$ cat src/rtl/libnet_pkg.sv
// Shared libnet definitions: TCP header field offsets inside a 512-bit beat
// and the transmit arbiter state encoding (also used by the receive path).
package libnet_pkg;

  localparam int SEQ_LSB      = 344;
  localparam int SEQ_MSB      = 375;
  localparam int ACK_FLAG_BIT = 376;
  localparam int SYN_FLAG_BIT = 377;

  typedef enum logic [1:0] {
    ST_IDLE = 2'd0,
    ST_APP  = 2'd1,
    ST_ACK  = 2'd2
  } tx_state_e;

  typedef enum logic {
    GRANT_APP = 1'b0,
    GRANT_ACK = 1'b1
  } grant_e;

endpackage

$ cat src/rtl/libnet_tx_arbiter_512.sv
// Shares the sysnet transmit port between application packets and generated
// single-beat ack packets, switching only on packet boundaries.
module libnet_tx_arbiter_512
  import libnet_pkg::*;
#(
  parameter int          CURRENT_SEQ_LSB = SEQ_LSB,
  parameter int          CURRENT_SEQ_MSB = SEQ_MSB,
  parameter int          ACK_FLAG        = ACK_FLAG_BIT,
  parameter int          SYN_FLAG        = SYN_FLAG_BIT,
  parameter logic [63:0] ACK_TKEEP       = 64'h0000_FFFF_FFFF_FFFF
) (
  input  logic         clk,
  input  logic         resetn,
  input  logic [31:0]  seq_expected,
  input  logic         seq_valid,
  input  logic [511:0] app_tdata,
  input  logic [63:0]  app_tkeep,
  input  logic [63:0]  app_tuser,
  input  logic         app_tvalid,
  input  logic         app_tlast,
  output logic         app_tready,
  output logic [511:0] tx_tdata,
  output logic [63:0]  tx_tkeep,
  output logic [63:0]  tx_tuser,
  output logic         tx_tvalid,
  output logic         tx_tlast,
  input  logic         tx_tready,
  output logic [31:0]  acks_sent,
  output logic [31:0]  acks_coalesced
);

  tx_state_e    state_reg, state_next;
  grant_e       last_grant_reg, last_grant_next;
  logic         ack_pending_reg;
  logic [31:0]  ack_seq_reg;
  logic         tx_free;
  logic         ack_load;
  logic         app_hs;
  logic         ack_hs;
  logic [511:0] ack_tdata;

  assign tx_free    = !tx_tvalid || tx_tready;
  assign app_tready = (state_reg == ST_APP) && tx_free;
  assign app_hs     = app_tvalid && app_tready;
  assign ack_hs     = (state_reg == ST_ACK) && tx_tvalid && tx_tready;

  always_comb begin
    ack_tdata = '0;
    ack_tdata[CURRENT_SEQ_MSB:CURRENT_SEQ_LSB] = ack_seq_reg;
    ack_tdata[ACK_FLAG] = 1'b1;
    ack_tdata[SYN_FLAG] = 1'b0;
  end

  // Round-robin only matters on a tie; the loser of the last grant goes first.
  always_comb begin
    state_next      = state_reg;
    last_grant_next = last_grant_reg;
    ack_load        = 1'b0;
    case (state_reg)
      ST_IDLE: begin
        if (tx_free) begin
          if (ack_pending_reg && (!app_tvalid || last_grant_reg == GRANT_APP)) begin
            ack_load        = 1'b1;
            state_next      = ST_ACK;
            last_grant_next = GRANT_ACK;
          end else if (app_tvalid) begin
            state_next      = ST_APP;
            last_grant_next = GRANT_APP;
          end
        end
      end
      ST_APP: begin
        if (app_hs && app_tlast) state_next = ST_IDLE;
      end
      ST_ACK: begin
        if (ack_hs) state_next = ST_IDLE;
      end
      default: state_next = ST_IDLE;
    endcase
  end

  always_ff @(posedge clk or negedge resetn) begin
    if (!resetn) begin
      state_reg      <= ST_IDLE;
      last_grant_reg <= GRANT_APP;
    end else begin
      state_reg      <= state_next;
      last_grant_reg <= last_grant_next;
    end
  end

  // A new ack arriving on the load cycle re-arms pending rather than coalescing.
  always_ff @(posedge clk or negedge resetn) begin
    if (!resetn) begin
      ack_pending_reg <= 1'b0;
      ack_seq_reg     <= '0;
      acks_coalesced  <= '0;
    end else if (seq_valid) begin
      ack_pending_reg <= 1'b1;
      ack_seq_reg     <= seq_expected;
      if (ack_pending_reg && !ack_load) acks_coalesced <= acks_coalesced + 32'd1;
    end else if (ack_load) begin
      ack_pending_reg <= 1'b0;
    end
  end

  always_ff @(posedge clk or negedge resetn) begin
    if (!resetn) begin
      acks_sent <= '0;
    end else if (ack_hs) begin
      acks_sent <= acks_sent + 32'd1;
    end
  end

  always_ff @(posedge clk or negedge resetn) begin
    if (!resetn) begin
      tx_tdata  <= '0;
      tx_tkeep  <= '0;
      tx_tuser  <= '0;
      tx_tlast  <= 1'b0;
      tx_tvalid <= 1'b0;
    end else if (ack_load) begin
      tx_tdata  <= ack_tdata;
      tx_tkeep  <= ACK_TKEEP;
      tx_tuser  <= '0;
      tx_tlast  <= 1'b1;
      tx_tvalid <= 1'b1;
    end else if (app_hs) begin
      tx_tdata  <= app_tdata;
      tx_tkeep  <= app_tkeep;
      tx_tuser  <= app_tuser;
      tx_tlast  <= app_tlast;
      tx_tvalid <= 1'b1;
    end else if (tx_tready) begin
      tx_tvalid <= 1'b0;
    end
  end

endmodule

$ cat config.mk
export PLATFORM = sky130hd
export DESIGN_NAME = libnet_tx_arbiter_512
export DESIGN_NICKNAME = d
export VERILOG_FILES = /design/src/rtl/libnet_pkg.sv /design/src/rtl/libnet_tx_arbiter_512.sv
export SDC_FILE = /design/constraint.sdc
export NUM_CORES = 1
export LEC_CHECK = 0
export CORE_AREA = 2 2 543 545
export CTS_BUF_LIST = sky130_fd_sc_hd__clkbuf_4 sky130_fd_sc_hd__clkbuf_8
export CTS_CLUSTER_DIAMETER = 80
export DETAILED_ROUTE_END_ITERATION = 10
export DIE_AREA = 0 0 545 547
export GPL_ROUTABILITY_DRIVEN = 0
export GPL_TIMING_DRIVEN = 0
export PLACE_DENSITY = 0.34
export SYNTH_ARGS = -nofsm -noshare
export SYNTH_HDL_FRONTEND = slang
export SYNTH_SLANG_ARGS = --single-unit
$ cat constraint.sdc
create_clock -name clk -period 2.15 [get_ports clk]
set_input_delay 0.645 -clock clk [delete_from_list [all_inputs] [get_ports clk]]
set_output_delay 0.645 -clock clk [all_outputs]
set_load 0.05 [all_outputs]
== Word level (Yosys, flattened, before mapping) ==
Index checks and enable logic that the tools add are counted.

* Add/subtract/negate cells: 2
* $mul: 0
* Divide/modulo/power cells: 0
* Order comparisons: 0
* Eq/ne operators: 6
* Shifts and indexed selects: 0
* Muxes and demuxes: 24
* Bitwise gates (word level): 1
* Reductions and logical operators: 20

{| class="wikitable"
|+ Operator list
! operator !! number
|-
| 2-to-1 mux 512 bit || 2
|-
| 2-to-1 mux 64 bit || 4
|-
| adder 32 x 1 -> 32 bit, second input constant || 2
|-
| 2-to-1 mux 1 bit || 12
|-
| 2-to-1 mux 2 bit || 5
|-
| logical AND 1 bit || 7
|-
| case mux 2 bit (3 select lines) || 1
|-
| nonzero test 2 bit || 3
|-
| != test 2 bit, second input constant || 2
|-
| AND reduction 4 bit || 1
|-
| logical NOT 1 bit || 3
|-
| != test 3 bit, second input constant || 1
|-
| AND reduction 3 bit || 1
|-
| nonzero test 3 bit || 1
|-
| equality test 2 x 1 -> 1 bit, second input constant || 1
|-
| equality test 2 bit, second input constant || 1
|-
| logical NOT 2 bit || 1
|-
| logical OR 1 bit || 2
|-
| != test 2 x 1 -> 1 bit, second input constant || 1
|-
| AND reduction 2 bit || 1
|-
| NOT 1 bit || 1
|}

* Register bits after elaboration: 742
* Bits in latches: 0
* Bits in writable memories: 0
* ROM bits: 0
* Input bits: 678
* Memories: 0

== Logic depth before layout (Yosys ltp) ==
* Depth after elaboration: 9
* Depth in mapped cells: 9

== Worst setup path before layout ==
No wires, ideal clock.

* Path type: reg-to-output
* Start point: register tx_tvalid
* End point: output port app_tready
* Data arrival time: 1.949 ns
* Data required time: 1.505 ns
* Setup slack: -0.444 ns
* Cell stages (with the launch flop): 3
* Path buffers: 0
* Cells stage by stage: dfrtp_1 > nor2b_1 > nor3b_1

* Longest elaborated chain between the ends: 3

{| class="wikitable"
|+ Ends and longest elaborated chain
! what !! line !! RTL
|-
| from (decl) || libnet_tx_arbiter_512.sv:25 || <nowiki>output logic tx_tvalid,</nowiki>
|-
| from (signal assigned) || libnet_tx_arbiter_512.sv:121 || <nowiki>tx_tvalid <= 1'b0;</nowiki>
|-
| from (signal assigned) || libnet_tx_arbiter_512.sv:127 || <nowiki>tx_tvalid <= 1'b1;</nowiki>
|-
| from (signal assigned) || libnet_tx_arbiter_512.sv:133 || <nowiki>tx_tvalid <= 1'b1;</nowiki>
|-
| logical NOT 1 bit || libnet_tx_arbiter_512.sv:42 || <nowiki>assign tx_free = !tx_tvalid || tx_tready;</nowiki>
|-
| logical OR 1 bit || libnet_tx_arbiter_512.sv:42 ||
|-
| logical AND 1 bit || libnet_tx_arbiter_512.sv:43 || <nowiki>assign app_tready = (state_reg == ST_APP) && tx_free;</nowiki>
|-
| to (decl) || libnet_tx_arbiter_512.sv:21 || <nowiki>output logic app_tready,</nowiki>
|}

No other way between the ends.

== Worst setup path in the final report ==
Ends and elaborated chain as after synthesis.

==> impl_metrics.yaml <==
run_status:
  outcome: "complete, but fails checks"
  violations: "negative hold slack, negative setup slack"
logic_synthesis:
  netlist_top_cells_count: "nand2_1, dfrtp_1, a21oi_1"
  ys_warn_count: 0
  synth_nets: 3818
  syn-cell-area_um2: 29400
  synth_edf_count: 0
  synth-compound-area-share_pct: 10.5
  synth.area.top_cells: "dfrtp_1, nand2_1, a21oi_1, clkbuf_1, buf_2"
  ys_async_sr_fraction_pct: 100
  yosysTopAreaCell: "dfrtp_1"
  syn_inst: 3138
  ys_ff_latch: 742
  syn_avg_cell_area_um2: 9.38
  synth.most_common_cell: "nand2_1"
  synthXorXnorAreaFrac_pct: 1.84
  synth-simple-area-share_pct: 19.9
  synth_fa_ha_area_share_pct: 0.0850
  synth_top_area_share_pct: 63.1
  synth_cell_types: 41
  synthMuxAreaShare_pct: 1.30
  ys_seq_area_share_pct: 63.1
  synth_ff_type: "dfrtp_1"
  synth_top_family_by_area: "simple AND/OR/NAND/NOR gates"
pwr:
  p_switching_uw: 43000
  peakVddDrop_v: 0.000774
  power_switching_share_pct: 48.7
  clkPwrFrac_pct: 19.0
  p_leak_uw: 0.0248
  p_int_uw: 45300
  power_frac_comb_pct: 54.9
  pwr-share-seq_pct: 26.0
  power.density_nw_per_um2: 1550
  finalPower_uw: 88300
cts:
  insertion_delay_ps: 880
  numCtsBuffers: 160
  clk_path_buf_depth: 4
  cts_sinks: 742
  cts_tree: "yes"
  clockRootBuffer: "clkbuf_8"
  clk_pin_slew_ps: 60
  h-tree-depth: 4
floorplanning:
  start_util_pct: 10.1
  die_h_um: 547
  dieArea_um2: 298000
  num_rows: 199
  die_x_um: 545
  design.portCount: 1385
  core_area_um2: 293000
layout:
  utilization_pct: 19.5
  area_growth_pct: 94.1
  largest_reg_flops: 512
  finalNonFillerCells: 9086
  reg_top3: "tx_tdata (512), tx_tkeep (64), tx_tuser (64)"
  drive_above_1_share_pct: 33.0
  final_nets: 5715
  regMostFlops: "tx_tdata"
sta:
  fin_worst_skew_ps: 66.2
  hold_violations: 238
  drv_slew: 0
  finalSetupViolations: 17
  fin_ws_ps: -333
  min_period_ps: 2480
  whs_ps: -230
  worst_pin_slew_ps: 913
  slew_headroom_pct: 39.1
  setup_tns_ps: -1200
  period_share_pct: 116
  fmax_mhz: 403
  rsz0062_at_grt: "yes"
critical_path:
  cp-start-kind: "flip-flop"
  cp.arrival_ps: 1840
  required_ps: 1500
  max_stage_delay_ps: 400
  crit_path_max_fanout: 3
  cp.buffers_inverters: 1
  cp_top_family: "flip-flops"
  path_class: "flip-flop to output pin"
  end_kind: "output pin"
  crit_chain: "nor2b_4 -> nor3b_2 -> buf_6"
  critical_path.slowest_cell: "dfrtp_1"
routing:
  wl_met3_um: 31700
  vias: 31645
  routed.top_layer: "met5"
  wl_met2_um: 99900
  wl_um: 238000
  met1Wirelength_um: 101000
  avgRoutedWirePerCell_um: 26.1
  ant_nets: 0
  drc: 0
  drt-initial-drc-count: 1892
  via_per_inst: 3.48
  firstDrtPassIters: 5
placed_design:
  hpwlAfterDp_um: 198000
  portBuffers: 1383
  placed_cells_incl_taps: 8449
global_route:
  grt_start_max_net_pins: 107
  antenna_found_initial: 120
  grt_pass1_wl_um: 307000
  gr-usage-all-layers_pct: 15.3
  gr-total-overflow: 0
  grt_pass1_vias: 31993
hold_path:
  hold_path.class: "primary input to async pin"
job:
  drv_cap: 0
==> path summary, 6_finish.rpt <==
path	startpoint	end	slack [ps]	depth (start not counted)
max	tx_tvalid$_DFFE_PN0P_	app_tready	-330	3
min reg2reg	tx_tdata[344]$_DFFE_PN0P_	tx_tdata[344]$_DFFE_PN0P_	500	2
max reg2reg	tx_tvalid$_DFFE_PN0P_	acks_sent[31]$_DFFE_PN0P_	-260	9
min in group clk	app_tdata[483]	tx_tdata[483]$_DFFE_PN0P_	310	3
min	resetn	tx_tdata[285]$_DFFE_PN0P_	-230	2
max in group asynchronous	resetn	acks_coalesced[5]$_DFFE_PN0P_	440	5
==> layer usage <==
layer	global-route usage (%)	vias to the layer above
li1	-	14060
met1	19.2	15589
met2	22.7	1570
met3	8.27	360
met4	3.23	66
met5	0	-
==> timing repair <==
| item | CTS | global route |
|---|---|---|
| cloned | 3 | 4 |
| gates resized for setup | 4644 | 933 |
| hold endpoints to repair | 67 | 67 |
| endpoints found under the setup margin | 1499 | 1476 |
| pin swaps | 4 | 7 |
| buffers inserted | 169 | 171 |
==> cells in the final DEF (no fill, tap or decap), types with 12 or more instances in the layout <==
| master | instances |
|---|---|
| a21oi_1 | 554 |
| a22oi_1 | 31 |
| buf_12 | 58 |
| buf_16 | 12 |
| buf_2 | 36 |
| buf_4 | 354 |
| buf_6 | 599 |
| buf_8 | 96 |
| clkbuf_1 | 16 |
| clkbuf_2 | 75 |
| clkbuf_4 | 82 |
| clkbuf_8 | 201 |
| clkdlybuf4s50_1 | 675 |
| dfrtp_1 | 669 |
| dfrtp_2 | 73 |
| diode_2 | 21 |
| mux2_2 | 34 |
| nand2_1 | 1291 |
| nand2_2 | 17 |
| nand3_1 | 75 |
| nand4_1 | 16 |
| nor2_1 | 24 |
| xnor2_1 | 39 |
| xor2_1 | 23 |
==> metrics by stage <==
stage          instance area, um2  setup WS (ps)
3_5_place_dp                48400          -2130
6_report                    57200           -333
5_1_grt                     57100           -475
2_1_floorplan               29400           9.92
4_1_cts                     54900           -516
3_3_place_gp                48200         -39680
==> power groups by stage <==
| stage | combinational [uW] | sequential (uW) | clock (uW) |
|---|---|---|---|
| global route | 51100 | 23500 | 18100 |
| floorplan | 7860 | 37000 | 0 |
| detailed placement | 43000 | 22200 | 0 |
| global placement | 42800 | 22200 | 0 |
| finish | 48500 | 23000 | 16800 |
| CTS | 46100 | 22800 | 17500 |
==> kinds of logic after synthesis <==
group / after synthesis
AO/OA/AOI/OAI: 599
adder cells (fa/ha/maj): 2
buffers and inverters: 229
flip-flops: 742
multiplexers: 34
AND/OR/NAND/NOR: 1470
XOR/XNOR: 62
==> layout make-up <==
type,count,area [um2]
clock inverter,20,211
antenna,21,52.6
sequential,742,18700
clock buffer,253,3150
multi-input combinational,2167,10100
tap,3919,4900
fill,32727,235000
inverter,6,22.5
timing repair buffer,1739,18500
buffer,219,1550
Note: power is estimated with default switching activity, not from simulation.
